<file path="src/rtl/fifo_pkg.sv">
// Shared sizing and operation encoding for the lab-board FIFO controller.
package fifo_pkg;

    localparam int DATA_W   = 4;
    localparam int ADDR_W   = 3;
    localparam int DEPTH    = 1 << ADDR_W;
    localparam int SCAN_DIV = 16;

    // Encoding matches {do_push, do_pop} so the top can cast directly.
    typedef enum logic [1:0] {
        OP_NONE = 2'b00,
        OP_POP  = 2'b01,
        OP_PUSH = 2'b10,
        OP_BOTH = 2'b11
    } q_op_e;

endpackage

</file>
<file path="src/rtl/edge_pulse.sv">
// Turns a level into a one-cycle pulse on its rising edge.
module edge_pulse (
    input  logic clk,
    input  logic rst,
    input  logic level,
    output logic pulse
);

    logic level_q;

    always_ff @(posedge clk or posedge rst) begin
        if (rst) begin
            level_q <= 1'b0;
        end else begin
            level_q <= level;
        end
    end

    assign pulse = level & ~level_q;

endmodule

</file>
<file path="src/rtl/fifo_queue_ctrl.sv">
// Circular-queue controller over a multi-port register file, with a slow
// scan of every slot for the display.
module fifo_queue_ctrl #(
    parameter int DATA_W   = fifo_pkg::DATA_W,
    parameter int ADDR_W   = fifo_pkg::ADDR_W,
    parameter int SCAN_DIV = fifo_pkg::SCAN_DIV
) (
    input  logic              clk,
    input  logic              rst,
    input  logic              push_in,
    input  logic              pop_in,
    input  logic [DATA_W-1:0] din,
    output logic [DATA_W-1:0] dout,
    output logic              full,
    output logic              empty,
    output logic              rf_we,
    output logic [ADDR_W-1:0] rf_wa,
    output logic [DATA_W-1:0] rf_wd,
    output logic [ADDR_W-1:0] rf_ra0,
    input  logic [DATA_W-1:0] rf_rd0,
    output logic [ADDR_W-1:0] rf_ra2,
    input  logic [DATA_W-1:0] rf_rd2,
    output logic [ADDR_W-1:0] scan_addr,
    output logic [DATA_W-1:0] scan_data,
    output logic              scan_valid
);

    import fifo_pkg::*;

    localparam int DEPTH_L = 1 << ADDR_W;
    localparam int DIV_W   = (SCAN_DIV > 1) ? $clog2(SCAN_DIV) : 1;

    localparam logic [ADDR_W:0]   CNT_FULL = (ADDR_W+1)'(DEPTH_L);
    localparam logic [ADDR_W:0]   CNT_ONE  = (ADDR_W+1)'(1);
    localparam logic [ADDR_W-1:0] PTR_ONE  = ADDR_W'(1);
    localparam logic [DIV_W-1:0]  DIV_ONE  = DIV_W'(1);
    localparam logic [DIV_W-1:0]  DIV_TC   = DIV_W'(SCAN_DIV - 1);

    logic              push_p;
    logic              pop_p;
    logic              do_push;
    logic              do_pop;
    q_op_e             op;
    logic [ADDR_W-1:0] head;
    logic [ADDR_W-1:0] tail;
    logic [ADDR_W:0]   count;
    logic [ADDR_W-1:0] scan_idx;
    logic [ADDR_W-1:0] scan_rel;
    logic [DIV_W-1:0]  div_cnt;

    edge_pulse u_push_edge (
        .clk   (clk),
        .rst   (rst),
        .level (push_in),
        .pulse (push_p)
    );

    edge_pulse u_pop_edge (
        .clk   (clk),
        .rst   (rst),
        .level (pop_in),
        .pulse (pop_p)
    );

    assign full  = (count == CNT_FULL);
    assign empty = (count == '0);

    // A pop on a full queue frees the slot the simultaneous push lands in.
    // Both are blocked while in reset so no stray write reaches the file.
    always_comb begin
        do_pop  = pop_p & ~empty & ~rst;
        do_push = push_p & (~full | do_pop) & ~rst;
        op      = q_op_e'({do_push, do_pop});
    end

    always_ff @(posedge clk or posedge rst) begin
        if (rst) begin
            head  <= '0;
            tail  <= '0;
            count <= '0;
            dout  <= '0;
        end else begin
            case (op)
                OP_PUSH: count <= count + CNT_ONE;
                OP_POP:  count <= count - CNT_ONE;
                default: ;
            endcase
            if (do_push) begin
                tail <= tail + PTR_ONE;
            end
            if (do_pop) begin
                head <= head + PTR_ONE;
                dout <= rf_rd0;
            end
        end
    end

    assign rf_we  = do_push;
    assign rf_wa  = tail;
    assign rf_wd  = din;
    assign rf_ra0 = head;

    always_ff @(posedge clk or posedge rst) begin
        if (rst) begin
            div_cnt  <= '0;
            scan_idx <= '0;
        end else if (div_cnt == DIV_TC) begin
            div_cnt  <= '0;
            scan_idx <= scan_idx + PTR_ONE;
        end else begin
            div_cnt  <= div_cnt + DIV_ONE;
        end
    end

    // Slot is occupied when its distance past head is below the occupancy.
    assign scan_rel   = scan_idx - head;
    assign scan_valid = ({1'b0, scan_rel} < count);
    assign rf_ra2     = scan_idx;
    assign scan_addr  = scan_idx;
    assign scan_data  = rf_rd2;

endmodule

</file>
<file path="config.mk">
export PLATFORM = sky130hd
export DESIGN_NAME = fifo_queue_ctrl
export DESIGN_NICKNAME = d
export VERILOG_FILES = /design/src/rtl/fifo_pkg.sv /design/src/rtl/edge_pulse.sv /design/src/rtl/fifo_queue_ctrl.sv
export SDC_FILE = /design/constraint.sdc
export NUM_CORES = 1
export LEC_CHECK = 0
export ABC_AREA = 1
export CORE_AREA = 5 5 78 62
export CTS_CLUSTER_SIZE = 8
export DETAILED_ROUTE_END_ITERATION = 8
export DIE_AREA = 0 0 83 67
export DONT_BUFFER_PORTS = 1
export SLEW_MARGIN = 20
export SYNTH_ARGS = -nofsm -noshare
export SYNTH_HDL_FRONTEND = slang
export SYNTH_SLANG_ARGS = --single-unit
</file>
<file path="constraint.sdc">
create_clock -name clk -period 4.4 [get_ports clk]
set_input_delay 0.66 -clock clk [delete_from_list [all_inputs] [get_ports clk]]
set_output_delay 0.66 -clock clk [all_outputs]
set_load 0.01 [all_outputs]
</file>
Word-level counts from Yosys, hierarchy flattened. Cells that the tools add are included.

Reduce and logical (&&, ||, !) cells: 2. Equal/unequal tests: 4. Bitwise logic cells: 12. Add/subtract/negate cells: 7. Mux-type cells: 2. $lt $le $gt $ge: 1.

Operators by type and width (count): adder 3 x 1 -> 3 bit, second input constant (3); adder 4 x 1 -> 4 bit, second input constant (2); equality test 4 bit, second input constant (2); case mux 4 bit (2 select lines) (1); bitwise AND 1 bit (6); inverter 1 bit (5); logical NOT 4 bit (1); < comparator 3 x 4 -> 1 bit (1); two-way mux 4 bit (1); subtractor 4 x 1 -> 4 bit, second input constant (1); subtractor 3 bit (1); equality test 2 x 1 -> 1 bit, second input constant (1); equality test 2 bit, second input constant (1); nonzero test 2 bit (1); bitwise OR 1 bit (1).

Register bits after elaboration: 23. Logic and storage cells: 36. Output and inout port bits: 28.

Longest topological paths before layout. Gate-level depths: netlist (run 1).

Depth after elaboration: 9. Mapped depth: 14. Mapped depth without buffers: 14.

By module. From an unflattened synthesis (run 1), not the netlist that was laid out.

Cell total of the unflattened synthesis: 152. Area total of the unflattened synthesis: 1340.0 µm².

By module, submodules not included: fifo_queue_ctrl (area an instance 1262.5 µm², times used 1, cells an instance 144); edge_pulse (area an instance 38.8 µm², times used 2, cells an instance 4).

Least setup slack after synthesis (run 1). Ideal clock, no wire load.

Kind: register -> output. Start: register scan_idx[0], in the netlist rf_ra2[0]. End: output scan_valid. Arrival: 1.910 ns. Setup slack: 1.830 ns. Cell stages (with the launch flop): 11. Path buffers: 0. Cell sequence: dfrtp_1 inv_1 ha_1 inv_1 fa_1 xnor2_1 xor2_1 ha_1 nand2_1 nor2_1 a21oi_1.

Word-level cells in the longest chain between the ends: 2.

RTL lines: start, declared (line fifo_queue_ctrl.sv:47) `logic [ADDR_W-1:0] scan_idx;`; start signal, assigned (line fifo_queue_ctrl.sv:109) `scan_idx <= scan_idx + PTR_ONE;`; subtractor 3 bit (line fifo_queue_ctrl.sv:116) `assign scan_rel = scan_idx - head;`; < comparator 3 x 4 -> 1 bit (line fifo_queue_ctrl.sv:117) `assign scan_valid = ({1'b0, scan_rel} < count);`; end, declared (line fifo_queue_ctrl.sv:25) `output logic scan_valid`.

Every way passes these cells.

Worst setup path after layout (run 1). Ends and elaborated chain as after synthesis.

==> metrics.md, run 1 <==
| Metric | Value |
|---|---|
| Status | completed |
| Vias post-DR | 850 |
| Layout Area Growth over Synthesis | 2.31% |
| Cell taking the most area after synthesis | dfrtp_1 |
| Post-synthesis sequential area ratio | 42.6% |
| Post-CTS Setup Bufs | 0 |
| Resized Gates After CTS | 0 |
| Mapped cell area | 1350 um2 |
| 1st-iter DRT viols | 40 |
| Clk sinks | 23 |
| Asr flop ratio synth | 100% |
| Hold crit path type | in2reg |
| Nets | 166 |
| Drt wl/cell | between 10 and 15 um |
| Post-Syn Area per Cell | 9.39 um2 |
| GPL Wtd Cong | 0.769 |
| Clk root buf | clkbuf_8 |
| Pre-Repair DR Iteration Count | 4 |
| Leak | 0.701 nW |
| WS Path Type | reg2out |
| EDFF count, synth | 0 |
| Clock power frac | 16.8% |
| Register share of total power | between 40% and 50% |
| Initial core utilization | 34.2% |
| Count of pins over their slew limit | 0 |
| # fillers | around 420 |
| Vias in the first global route | 913 |
| Via density | 4.43 |
| Relative slew slack | between 40 and 50% |
| Critical Path AT | 2.38 ns |
| Global-route wire length before repair | between 4000 and 5000 um |
| CORE AREA | between 3000 and 4000 um2 |
| Worst-path maximum fanout | 4 |
| Largest net degree at the start of global routing | 24 |
| CTS buffer count | 3 |
| Placed cells | 188 |
| TritonCTS clock tree | yes |
| Clk buf depth | 2 |
| # rows | 20 |
| Startpoint types | register |
| CP required | around 3.7 ns |
| Antenna viol nets, final | 0 |
| Final setup violating endpoints | 0 |
| Mapped Cells | approximately 140 |
| Int Power | 0.000453 W |
| Power Density | between 500 and 600 nW/um2 |
| Period minus WS final | 3.04 ns |
| P_sw | 0.000324 W |
| Die extent in y | 67 um |
| I/O Pins | 44 |
| Synth cell types | 23 |
| Part of the power in combinational logic | 36.3% |
| Finished Layout Cells | 192 |
| RSZ-0062 raised after global routing | no |
| Die footprint | 5560 um2 |
| Syn nets | 172 |
| Worst skew pair latency | 0.26 ns |
| Commonest non-fill, non-tap cells in the layout | nand2_1 (36), dfrtp_1 (23), inv_1 (15) |
| Initial antenna violation count | 0 |
| Worst vdd ir | 0.208 mV |
| Max-Cap Viols | 0 |
| Post-synthesis register bit count | 23 |
| Peak Freq | 329 MHz |
| Total routed wirelength | between 2000 and 2500 um |
| CP Capture Type | output pin |
| Share of cells above drive strength 1 | 13.9% |
| Hold Buf Count CTS | 0 |
| YS warnings | 0 |
| Clk_skew | 0.00418 ns |
| Top post-synthesis cells by area | dfrtp_1 (43%), nand2_1 (10%), ha_1 (9.3%), buf_4 (6.1%), xnor2_1 (4.5%) |
| Dpl hpwl | 1930 um |
| Diode count | 0 |
| Commonest non-fill, non-tap cell in the layout | nand2_1 |
| Top-area cell type share of the netlist area | 42.6% |
| Gr usage total | under 10% |
| Number of port buffers | 0 |
| Clock Pin Slew Worst Setup and Hold Paths | roughly 0.08 ns |
| H-tree Lvls | 1 |
| Top_reg_cell synth | dfrtp_1 |
| Die extent in x | 83 um |
| DRC | 0 |
| Final Hold Viols | 0 |
| Total grt overflow | 0 |
| Net Sw Frac | a little over two fifths |
| Part of the cycle the worst path needs | 69.0% |
| Setup TNS | 0 ns |
| Worst-Margin Slew | approximately 0.88 ns |
[power by group through the flow]
stage               logic (W)  clock network, W  registers (W)
floorplan            0.000251                 0       0.000347
global placement     0.000278                 0       0.000367
detailed placement   0.000288                 0       0.000370
CTS                  0.000288          0.000137       0.000367
global route         0.000338          0.000144       0.000375
finish               0.000282          0.000130       0.000365
[cells in the mapped netlist, types with 3 or more instances]
| master | instances |
|---|---|
| nand3_1 | 6 |
| xor2_1 | 4 |
| xnor2_1 | 7 |
| inv_1 | 15 |
| nand2_1 | 36 |
| nor2_1 | 7 |
| ha_1 | 10 |
| o21ai_0 | 3 |
| buf_4 | 11 |
| dfrtp_1 | 23 |
| nand2_2 | 5 |
[registers in the layout, indices dropped and copies added (netlist names)]
name                 cells
u_push_edge.level_q      1
dout                     4
div_cnt                  4
rf_wa                    3
rf_ra0                   3
u_pop_edge.level_q       1
rf_ra2                   3
count                    4
[critical path, stage by stage, from the launching register on]
cell     delay [ns]
dfrtp_1        0.49
inv_1          0.13
ha_1           0.14
inv_1          0.04
fa_1           0.37
xnor2_1        0.17
xor2_1         0.17
ha_1           0.24
nand2_1        0.06
nor2_1         0.04
a21oi_1        0.25
[metal layers]
layer / up-vias / GRT usage [%] / routed length [um] / part of all wire [%]
met5: - / 0 / 0 / 0
met4: 0 / 3.27 / 29 / 1.2
met3: 8 / 4.70 / 225 / 9.4
met2: 27 / 15.6 / 1080 / 45
met1: 394 / 11.5 / 1060 / 44
li1: 421 / - / - / -
[area by class of cell]
cell class,instances,area (um2),share of cell area [%]
Multi-Input combinational cell,92,622,44.9
Sequential cell,23,576,41.6
Clock buffer,4,45.0,3.25
Inverter,18,72.6,5.24
Tap cell,55,68.8,4.97
[final timing paths]
kind / to / start / slack, ns / cells past startpoint
max: scan_valid / rf_ra2[0] / 1.36 / 10
min: u_pop_edge.level_q / pop_in / 0.42 / 0
max reg2reg: count[3] / count[1] / 2.19 / 14
min reg2reg: div_cnt[1] / div_cnt[1] / 0.51 / 1
max in group asynchronous: dout[0] / rst / 3.39 / 1
min in group asynchronous: rf_wa[0] / rst / 0.47 / 1
[per-stage QoR]
stage | power (W) | setup slack [ns] | hold WS, ns | instance area (um2) | util (%)
finish | 0.000777 | 1.36 | 0.419 | 1380 | 35.0
global route | 0.000857 | 1.17 | 0.400 | 1380 | 35.0
CTS | 0.000792 | 1.30 | 0.409 | 1380 | 35.0
detailed placement | 0.000657 | 1.60 | 0.490 | 1340 | 33.9
global placement | 0.000645 | 1.63 | 0.478 | 1340 | 33.9
floorplan | 0.000598 | 1.83 | 0.467 | 1350 | -
[cell families after synthesis]
| family | count (synthesis) | synth area share, % |
|---|---|---|
| AO/OA/AOI/OAI | 8 | 3.51 |
| XOR/XNOR | 11 | 7.12 |
| adder cells (fa/ha/maj) | 12 | 12.2 |
| buffers and inverters | 29 | 11.5 |
| flip-flops | 23 | 42.6 |
| AND/OR/NAND/NOR | 61 | 23.1 |
Note: power is estimated with default switching activity, not from simulation.
==> inputs of run 2 (changes only) <==
==> constraint.sdc (replaced) <==
create_clock -name clk -period 2.95 [get_ports clk]
set_input_delay 0.4425 -clock clk [delete_from_list [all_inputs] [get_ports clk]]
set_output_delay 0.4425 -clock clk [all_outputs]
set_load 0.01 [all_outputs]
==> run 2 against run 1 <==
Compared with the run above:
- worst setup slack got worse by 1.2 ns
- largest power group unchanged
- highest routed layer unchanged
- critical path type unchanged
- first-iteration DRC count is 35% lower
- power rose by 51%
- die area unchanged
- global-route usage about the same
- sequential power is 49% higher
- largest cell class unchanged
- via count up 1.1%
==> metrics.md, run 2 (synthesis results as in run 1) <==
| Metric | Value |
|---|---|
| Reg2Reg Depth | 13 (-1) |
| Number of port buffers | 0 (unchanged) |
| Final Hold Viols | 0 (unchanged) |
| Die extent in x | 83 um (unchanged) |
| Dpl hpwl | 1940 um (+0.47%) |
| Buf/Inv on CP | 2 (unchanged) |
| CORE AREA | 3950 um2 (unchanged) |
| Clk sinks | 23 (unchanged) |
| Relative slew slack | 41.1% (about the same) |
| Status | completed |
| Global-route wire length before repair | 4240 um (-0.96%) |
| Worst vdd ir | 0.368 mV (+77%) |
| CP delay by family, top | adder cells |
| Hold Buf Count CTS | 0 (unchanged) |
| CP required | 2.51 ns (-1.23 ns) |
| Crit-path max cell delay | 0.48 ns (about the same) |
| Worst-path maximum fanout | 4 (unchanged) |
| Commonest non-fill, non-tap cell in the layout | nand2_1 |
| I/O Pins | 44 (unchanged) |
| Count of pins over their slew limit | 0 (unchanged) |
| GPL Wtd Cong | 0.769 (about the same) |
| # fillers | 423 (-0.24%) |
| Commonest non-fill, non-tap cells in the layout | nand2_1 (36), dfrtp_1 (23), inv_1 (15) |
| Hold crit path type | in2reg |
| Pre-Repair DR Iteration Count | 4 (unchanged) |
| Critical path cell sequence | inv_1, ha_1, inv_1, fa_1, xnor2_1, xor2_1, ha_1, nand2_1, nor2_1, a21oi_2 |
| Critical Path AT | 2.32 ns (-0.06 ns) |
| Worst reg2reg endpoint | count[3] |
| Nets | 166 (unchanged) |
| CP max stage cell | dfrtp_1 |
| Multi-input gate area | 626 um2 (+0.60%) |
| Diode count | 0 (unchanged) |
| Via density | 4.47 (+1.1%) |
| Registers with the most flip-flops | count: 4 flops, div_cnt: 4 flops, dout: 4 flops |
| TritonCTS clock tree | yes |
| # rows | 20 (unchanged) |
| Total grt overflow | 0 (unchanged) |
| Final setup margin | 0.191 ns (-1.17 ns) |
| DRC | 0 (unchanged) |
| CP Capture Type | output pin |
| Die extent in y | 67 um (unchanged) |
| Layout Area Growth over Synthesis | 2.59% |
| Share of cells above drive strength 1 | 14.6% (+0.73 points) |
| Part of the cycle the worst path needs | between 90% and 100% |
| Area post-placement | 1340 um2 (unchanged) |
| Hold path endpoint | u_pop_edge.level_q |
| RSZ-0062 raised after global routing | no |
| Clk_skew | 0.00527 ns (+0.00109 ns) |
| Hold path cells | 0 (unchanged) |
| Total routed wirelength | 2430 um (+1.8%) |
| Leak | 0.702 nW (about the same) |
| Initial core utilization | 34.2% (unchanged) |
| Antenna viol nets, final | 0 (unchanged) |
| Dpl ws | 0.360 ns (-1.24 ns) |
| Period minus WS final | between 2 and 3 ns |
| Vias post-DR | 859 (+1.1%) |
| 1st-iter DRT viols | 26 (-35%) |
| Max-Cap Viols | 0 (unchanged) |
| CTS buffer count | 3 (unchanged) |
| Peak Freq | 363 MHz |
| Post-route design area | 1390 um2 (+0.27%) |
| R2R Setup Slk | 0.78 ns (-1.41 ns) |
| Worst skew pair latency | 0.26 ns (about the same) |
| Power Density | 848 nW/um2 (+51%) |
| Core Util, Final | 35.1% (+0.095 points) |
| Die footprint | 5560 um2 (unchanged) |
| Gr usage total | 9.72% (-0.024 points) |
| Startpoint types | register |
| Clk buf depth | 2 (unchanged) |
| Final setup violating endpoints | 0 (unchanged) |
| H-tree Lvls | 1 (unchanged) |
| Fin Hold WS | 0.199 ns (-0.220 ns) |
| Clk root buf | clkbuf_8 |
| WS Path Type | reg2out |
| Initial antenna violation count | 0 (unchanged) |
| Setup TNS | 0 ns (unchanged) |
| Min-Delay Startpoint | pop_in |
| FF/Latch Area | 576 um2 (unchanged) |
| Reg-to-reg critical path startpoint | count[3] |
| Worst-Margin Slew | 0.883 ns (+0.000347 ns) |
| Largest net degree at the start of global routing | 24 (unchanged) |
| Drt wl/cell | 12.7 um (+1.8%) |
| Post-CTS Setup Bufs | 0 (unchanged) |
| Vias in the first global route | 910 (-0.33%) |
| Clock Pin Slew Worst Setup and Hold Paths | 0.08 ns (about the same) |
[run 2: cell count changes in the layout (fill, tap and decap cells not counted)]
cell / previous run / this run
a21oi_2: 0 / 1
a21oi_1: 2 / 1
[run 2: layer usage]
layer,vias up,wire length [um],GRT usage [%]
met3,8,235,4.57
met2,36,1130,15.9
met5,-,0,0
met1,392,1040,11.2
met4,0,29,3.67
li1,423,-,-
[run 2: final cells by class]
| class | instances | area share, % |
|---|---|---|
| sequential | 23 | 41.5 |
| tap | 55 | 4.96 |
| clock buffer | 4 | 3.25 |
| multi-input combinational | 92 | 45.1 |
| inverter | 18 | 5.23 |
[run 2: timing repair]
item | CTS | global route
gates resized for setup | 0 | 1
setup endpoints to repair | 0 | 1
hold endpoints to repair | 0 | 0
[run 2: worst max-delay path by stage]
stage              start  slack [ns]  cells after the start         end
5_1_grt        rf_ra2[0]       0.006                     10  scan_valid
2_1_floorplan  rf_ra2[0]        0.60                     10  scan_valid
4_1_cts        rf_ra2[0]        0.06                     10  scan_valid
3_5_place_dp   rf_ra2[0]        0.36                     10  scan_valid
6_report       rf_ra2[0]        0.19                     10  scan_valid
3_3_place_gp   rf_ra2[0]        0.40                     10  scan_valid
[run 2: report_power, final]
group          switching [W]  total, W  internal (W)
clock               0.000100  0.000197     0.0000964
sequential          0.000139  0.000544      0.000405
combinational       0.000256  0.000435      0.000179
total               0.000496   0.00118      0.000681
[run 2: worst register-to-register path: stages, from the launching register on]
cell and delay, ns:
dfrtp_1 0.46, inv_1 0.18, nand3_2 0.13, nand2_4 0.14
inv_4 0.08, ha_1 0.26, ha_1 0.36, nand2_1 0.11
nand2_1 0.06, nor2_1 0.12, nand2_1 0.06, nand2_1 0.06
nand2_1 0.05, nand2_1 0.05
[run 2: stage by stage]
stage          cells  total power [W]
2_1_floorplan    144         0.000892
3_3_place_gp     188         0.000962
3_5_place_dp     188         0.000982
4_1_cts          192          0.00119
5_1_grt          192          0.00129
6_report         192          0.00118
==> inputs of run 3 (changes only) <==
--- a/config.mk
+++ b/config.mk
@@ -5,11 +5,11 @@
 export SDC_FILE = /design/constraint.sdc
 export NUM_CORES = 1
 export LEC_CHECK = 0
-export ABC_AREA = 1
-export CORE_AREA = 5 5 78 62
+export ABC_AREA = 0
+export CORE_AREA = 5 5 77 61
 export CTS_CLUSTER_SIZE = 8
 export DETAILED_ROUTE_END_ITERATION = 8
-export DIE_AREA = 0 0 83 67
+export DIE_AREA = 0 0 82 66
 export DONT_BUFFER_PORTS = 1
 export SLEW_MARGIN = 20
 export SYNTH_ARGS = -nofsm -noshare
==> run 3 against run 2 <==
Compared with the run above:
- die area decreased by 2.7%
- area after synthesis shrank 3.2%
- cell count fell by 15%
- via count decreased by 10%
- sequential share of layout area grew 0.58 points
- largest cell class unchanged
==> metrics.md, run 3 <==
| Metric | Value |
|---|---|
| Startpoint types | register |
| Post-synthesis sequential area ratio | 44.0% (+1.4 points) |
| # fillers | 405 (-4.3%) |
| Post-Synth Adder-Cell Area | 12.6% (+0.41 points) |
| Synth cell types | 35 (+52%) |
| Clk root buf | clkbuf_8 |
| Mux contribution to synthesized area | 7.93% (+7.9 points) |
| Register share of total power | 48.8% (+2.5 points) |
| Global-route wire length before repair | 3880 um (-8.5%) |
| YS warnings | 0 (unchanged) |
| Asr flop ratio synth | 100% (unchanged) |
| Vias post-DR | 769 (-10%) |
| Die footprint | 5410 um2 (-2.7%) |
| Via density | 4.72 (+5.5%) |
| Post-Syn Area per Cell | 11.7 um2 (+24%) |
| Clk_skew | 0.00279 ns (-0.00248 ns) |
| Buf/Inv on CP | 0 (-2) |
| GPL Wtd Cong | 0.736 (-4.3%) |
| Total grt overflow | 0 (unchanged) |
| Vias in the first global route | 816 (-10%) |
| Power Density | 803 nW/um2 (-5.3%) |
| Nets | 137 (-17%) |
| Initial core utilization | 33.5% (-0.68 points) |
| M2 GR Usage | 14.8% (-1.1 points) |
| Share of cells above drive strength 1 | 18.5% (+3.9 points) |
| Crit-path max cell delay | 0.63 ns (+0.15 ns) |
| Peak Freq | 353 MHz (-2.6%) |
| Hold crit path type | in2reg |
| Dpl hpwl | 1830 um (-5.5%) |
| Top post-synthesis cells by area | dfrtp_1 (44%), ha_1 (9.6%), buf_4 (6.3%), xnor2_1 (5.4%), mux2_2 (5.2%) |
| Layout Area Growth over Synthesis | 4.78% |
| CORE AREA | 3900 um2 (-1.3%) |
| Leak | 0.613 nW (-13%) |
| Area post-placement | 1320 um2 (-1.1%) |
| Mapped Cells | 112 (-22%) |
| Net Sw Frac | 37.1% (-5.0 points) |
| Drt wl/cell | 14.1 um (+11%) |
| Relative slew slack | 40.0% (-1.1 points) |
| Clk buf depth | 2 (unchanged) |
| Registers with the most flip-flops | count: 4 flops, div_cnt: 4 flops, dout: 4 flops |
| Clk sinks | 23 (unchanged) |
| Gr usage total | 9.46% (-0.25 points) |
| Commonest non-fill, non-tap cells in the layout | dfrtp_1 (22), inv_1 (13), ha_1 (10) |
| P_sw | 0.000408 W (-18%) |
| Worst skew pair latency | 0.26 ns (about the same) |
| Worst vdd ir | 0.382 mV (+3.8%) |
| Status | completed |
| Post-synthesis register bit count | 23 (unchanged) |
| Die extent in y | 66 um (-1.5%) |
| CP max stage cell | or4b_2 |
| EDFF count, synth | 0 (unchanged) |
| Cell with the most instances after synthesis | dfrtp_1 |
| Mapped cell area | 1310 um2 (-3.2%) |
| 1st-iter DRT viols | 8 (-69%) |
| Final Hold Viols | 0 (unchanged) |
| Setup TNS | 0 ns (unchanged) |
| # rows | 20 (unchanged) |
| Worst-path maximum fanout | 7 (+3) |
| Clock Pin Slew Worst Setup and Hold Paths | 0.08 ns (about the same) |
| WS Path Type | reg2reg |
| Top_reg_cell synth | dfrtp_1 |
| Commonest non-fill, non-tap cell in the layout | dfrtp_1 |
| Number of port buffers | 0 (unchanged) |
| Syn nets | 140 (-19%) |
| I/O Pins | 44 (unchanged) |
| Antenna viol nets, final | 0 (unchanged) |
| Initial antenna violation count | 0 (unchanged) |
| Total routed wirelength | 2300 um (-5.5%) |
| Post-synthesis xor/xnor area fraction | 7.36% (+0.24 points) |
| Compound-Gate Fraction of Synth Area | 8.89% (+5.4 points) |
| Post-route design area | 1370 um2 (-1.2%) |
| H-tree Lvls | 1 (unchanged) |
| Int Power | 0.000693 W (+1.8%) |
| CP delay by family, top | simple AND/OR/NAND/NOR gates |
| Diode count | 0 (unchanged) |
| TritonCTS clock tree | yes |
| Critical Path AT | 2.98 ns (+0.66 ns) |
| Max-Cap Viols | 0 (unchanged) |
| Pre-Repair DR Iteration Count | 3 (-1) |
| Top-area cell type share of the netlist area | 44.0% (+1.4 points) |
| Period minus WS final | 2.83 ns (+0.0740 ns) |
| DRC | 0 (unchanged) |
| Top post-synthesis cells by count | dfrtp_1 (23), inv_1 (13), buf_4 (11) |
| Largest net degree at the start of global routing | 24 (unchanged) |
| Largest family of logic cells by synthesized area | adder cells |
| Die extent in x | 82 um (-1.2%) |
| Cell taking the most area after synthesis | dfrtp_1 |
| Part of the power in combinational logic | 33.2% (-3.8 points) |
| Multi-input gate area | 593 um2 (-5.2%) |
| Count of pins over their slew limit | 0 (unchanged) |
| Routing usage on met1 | 11.6% (+0.45 points) |
| Worst-Margin Slew | 0.899 ns (+0.0161 ns) |
| Critical path cell sequence | or4b_4, o211ai_4, ha_1, ha_1, or4b_2, o311ai_0, o211ai_1 |
| Crit-path most repeated cell | ha_1 |
| Final setup violating endpoints | 0 (unchanged) |
| Clock power frac | 17.9% (+1.2 points) |
| CP required | 3.09 ns (+0.58 ns) |
| RSZ-0062 raised after global routing | no |
| Part of the cycle the worst path needs | 96.0% (+2.5 points) |
| CTS buffer count | 3 (unchanged) |
| Busiest grt layer | met2 |
| GR Util met3 | 4.36% (-0.21 points) |
| Simple-Gate Fraction of Synth Area | 8.51% (-15 points) |
| CP Capture Type | register |
| FF/Latch Area | 577 um2 (+0.22%) |
run 3: worst register-to-register path, cell delays in order, from the launching register on:
cell,delay (ns)
dfrtp_1,0.46
or4b_4,0.60
o211ai_4,0.26
ha_1,0.21
ha_1,0.28
or4b_2,0.63
o311ai_0,0.13
o211ai_1,0.12
run 3: path summary, 6_finish.rpt:
check	from	endpoint	slack (ns)	cells past startpoint
min	pop_in	u_pop_edge.level_q	0.20	0
max	count[0]	count[3]	0.12	7
max in group asynchronous	rst	rf_ra2[0]	2.09	1
min in group asynchronous	rst	rf_ra0[2]	0.25	1
min reg2reg	div_cnt[0]	div_cnt[0]	0.49	1
max reg2reg	count[0]	count[3]	0.12	7
run 3: cells by family (layout without fill, tap and decap cells):
logic type | after synthesis | after routing
flip-flops | 23 | 23
XOR/XNOR | 11 | 11
multiplexers | 9 | 9
buffers and inverters | 26 | 22
AND/OR/NAND/NOR | 16 | 16
AO/OA/AOI/OAI | 15 | 15
adder cells (fa/ha/maj) | 12 | 12
run 3: what timing repair did:
item / in CTS / in global routing
hold buffers: 0 / 0
buffers inserted: 0 / 0
endpoints found under the setup margin: 0 / 1
gates resized for setup: 0 / 1
run 3: metal layers:
metal,vias to the layer above,share of wire (%)
li1,369,-
met1,375,46
met2,19,47
met3,6,6.8
met4,0,0.83
met5,-,0
run 3: per-stage QoR:
step	setup WS, ns	hold slack, ns	utilization, %	total power (W)	instances
after floorplan	0.0217	0.444	-	0.000818	112
final	0.117	0.200	35.1	0.00110	163
after global placement	0.211	0.473	33.9	0.000912	159
after detailed placement	0.129	0.474	33.9	0.000927	159
after CTS	0.0929	0.189	35.1	0.00113	163
after global routing	0.0213	0.181	35.1	0.00120	163
run 3: cell type report:
type,count,area share (%)
clock buffer,3,3.01
clock inverter,1,0.365
inverter,13,3.56
multi-input combinational,63,43.2
sequential,23,42.1
tap,55,5.02
timing repair buffer,5,2.74
run 3: power groups by stage:
stage          clock network (W)  registers (W)  logic [W]
6_report                0.000198       0.000538   0.000366
5_1_grt                 0.000221       0.000556   0.000422
4_1_cts                 0.000208       0.000542   0.000379
3_5_place_dp                   0       0.000548   0.000379
3_3_place_gp                   0       0.000544   0.000368
2_1_floorplan                  0       0.000519   0.000299
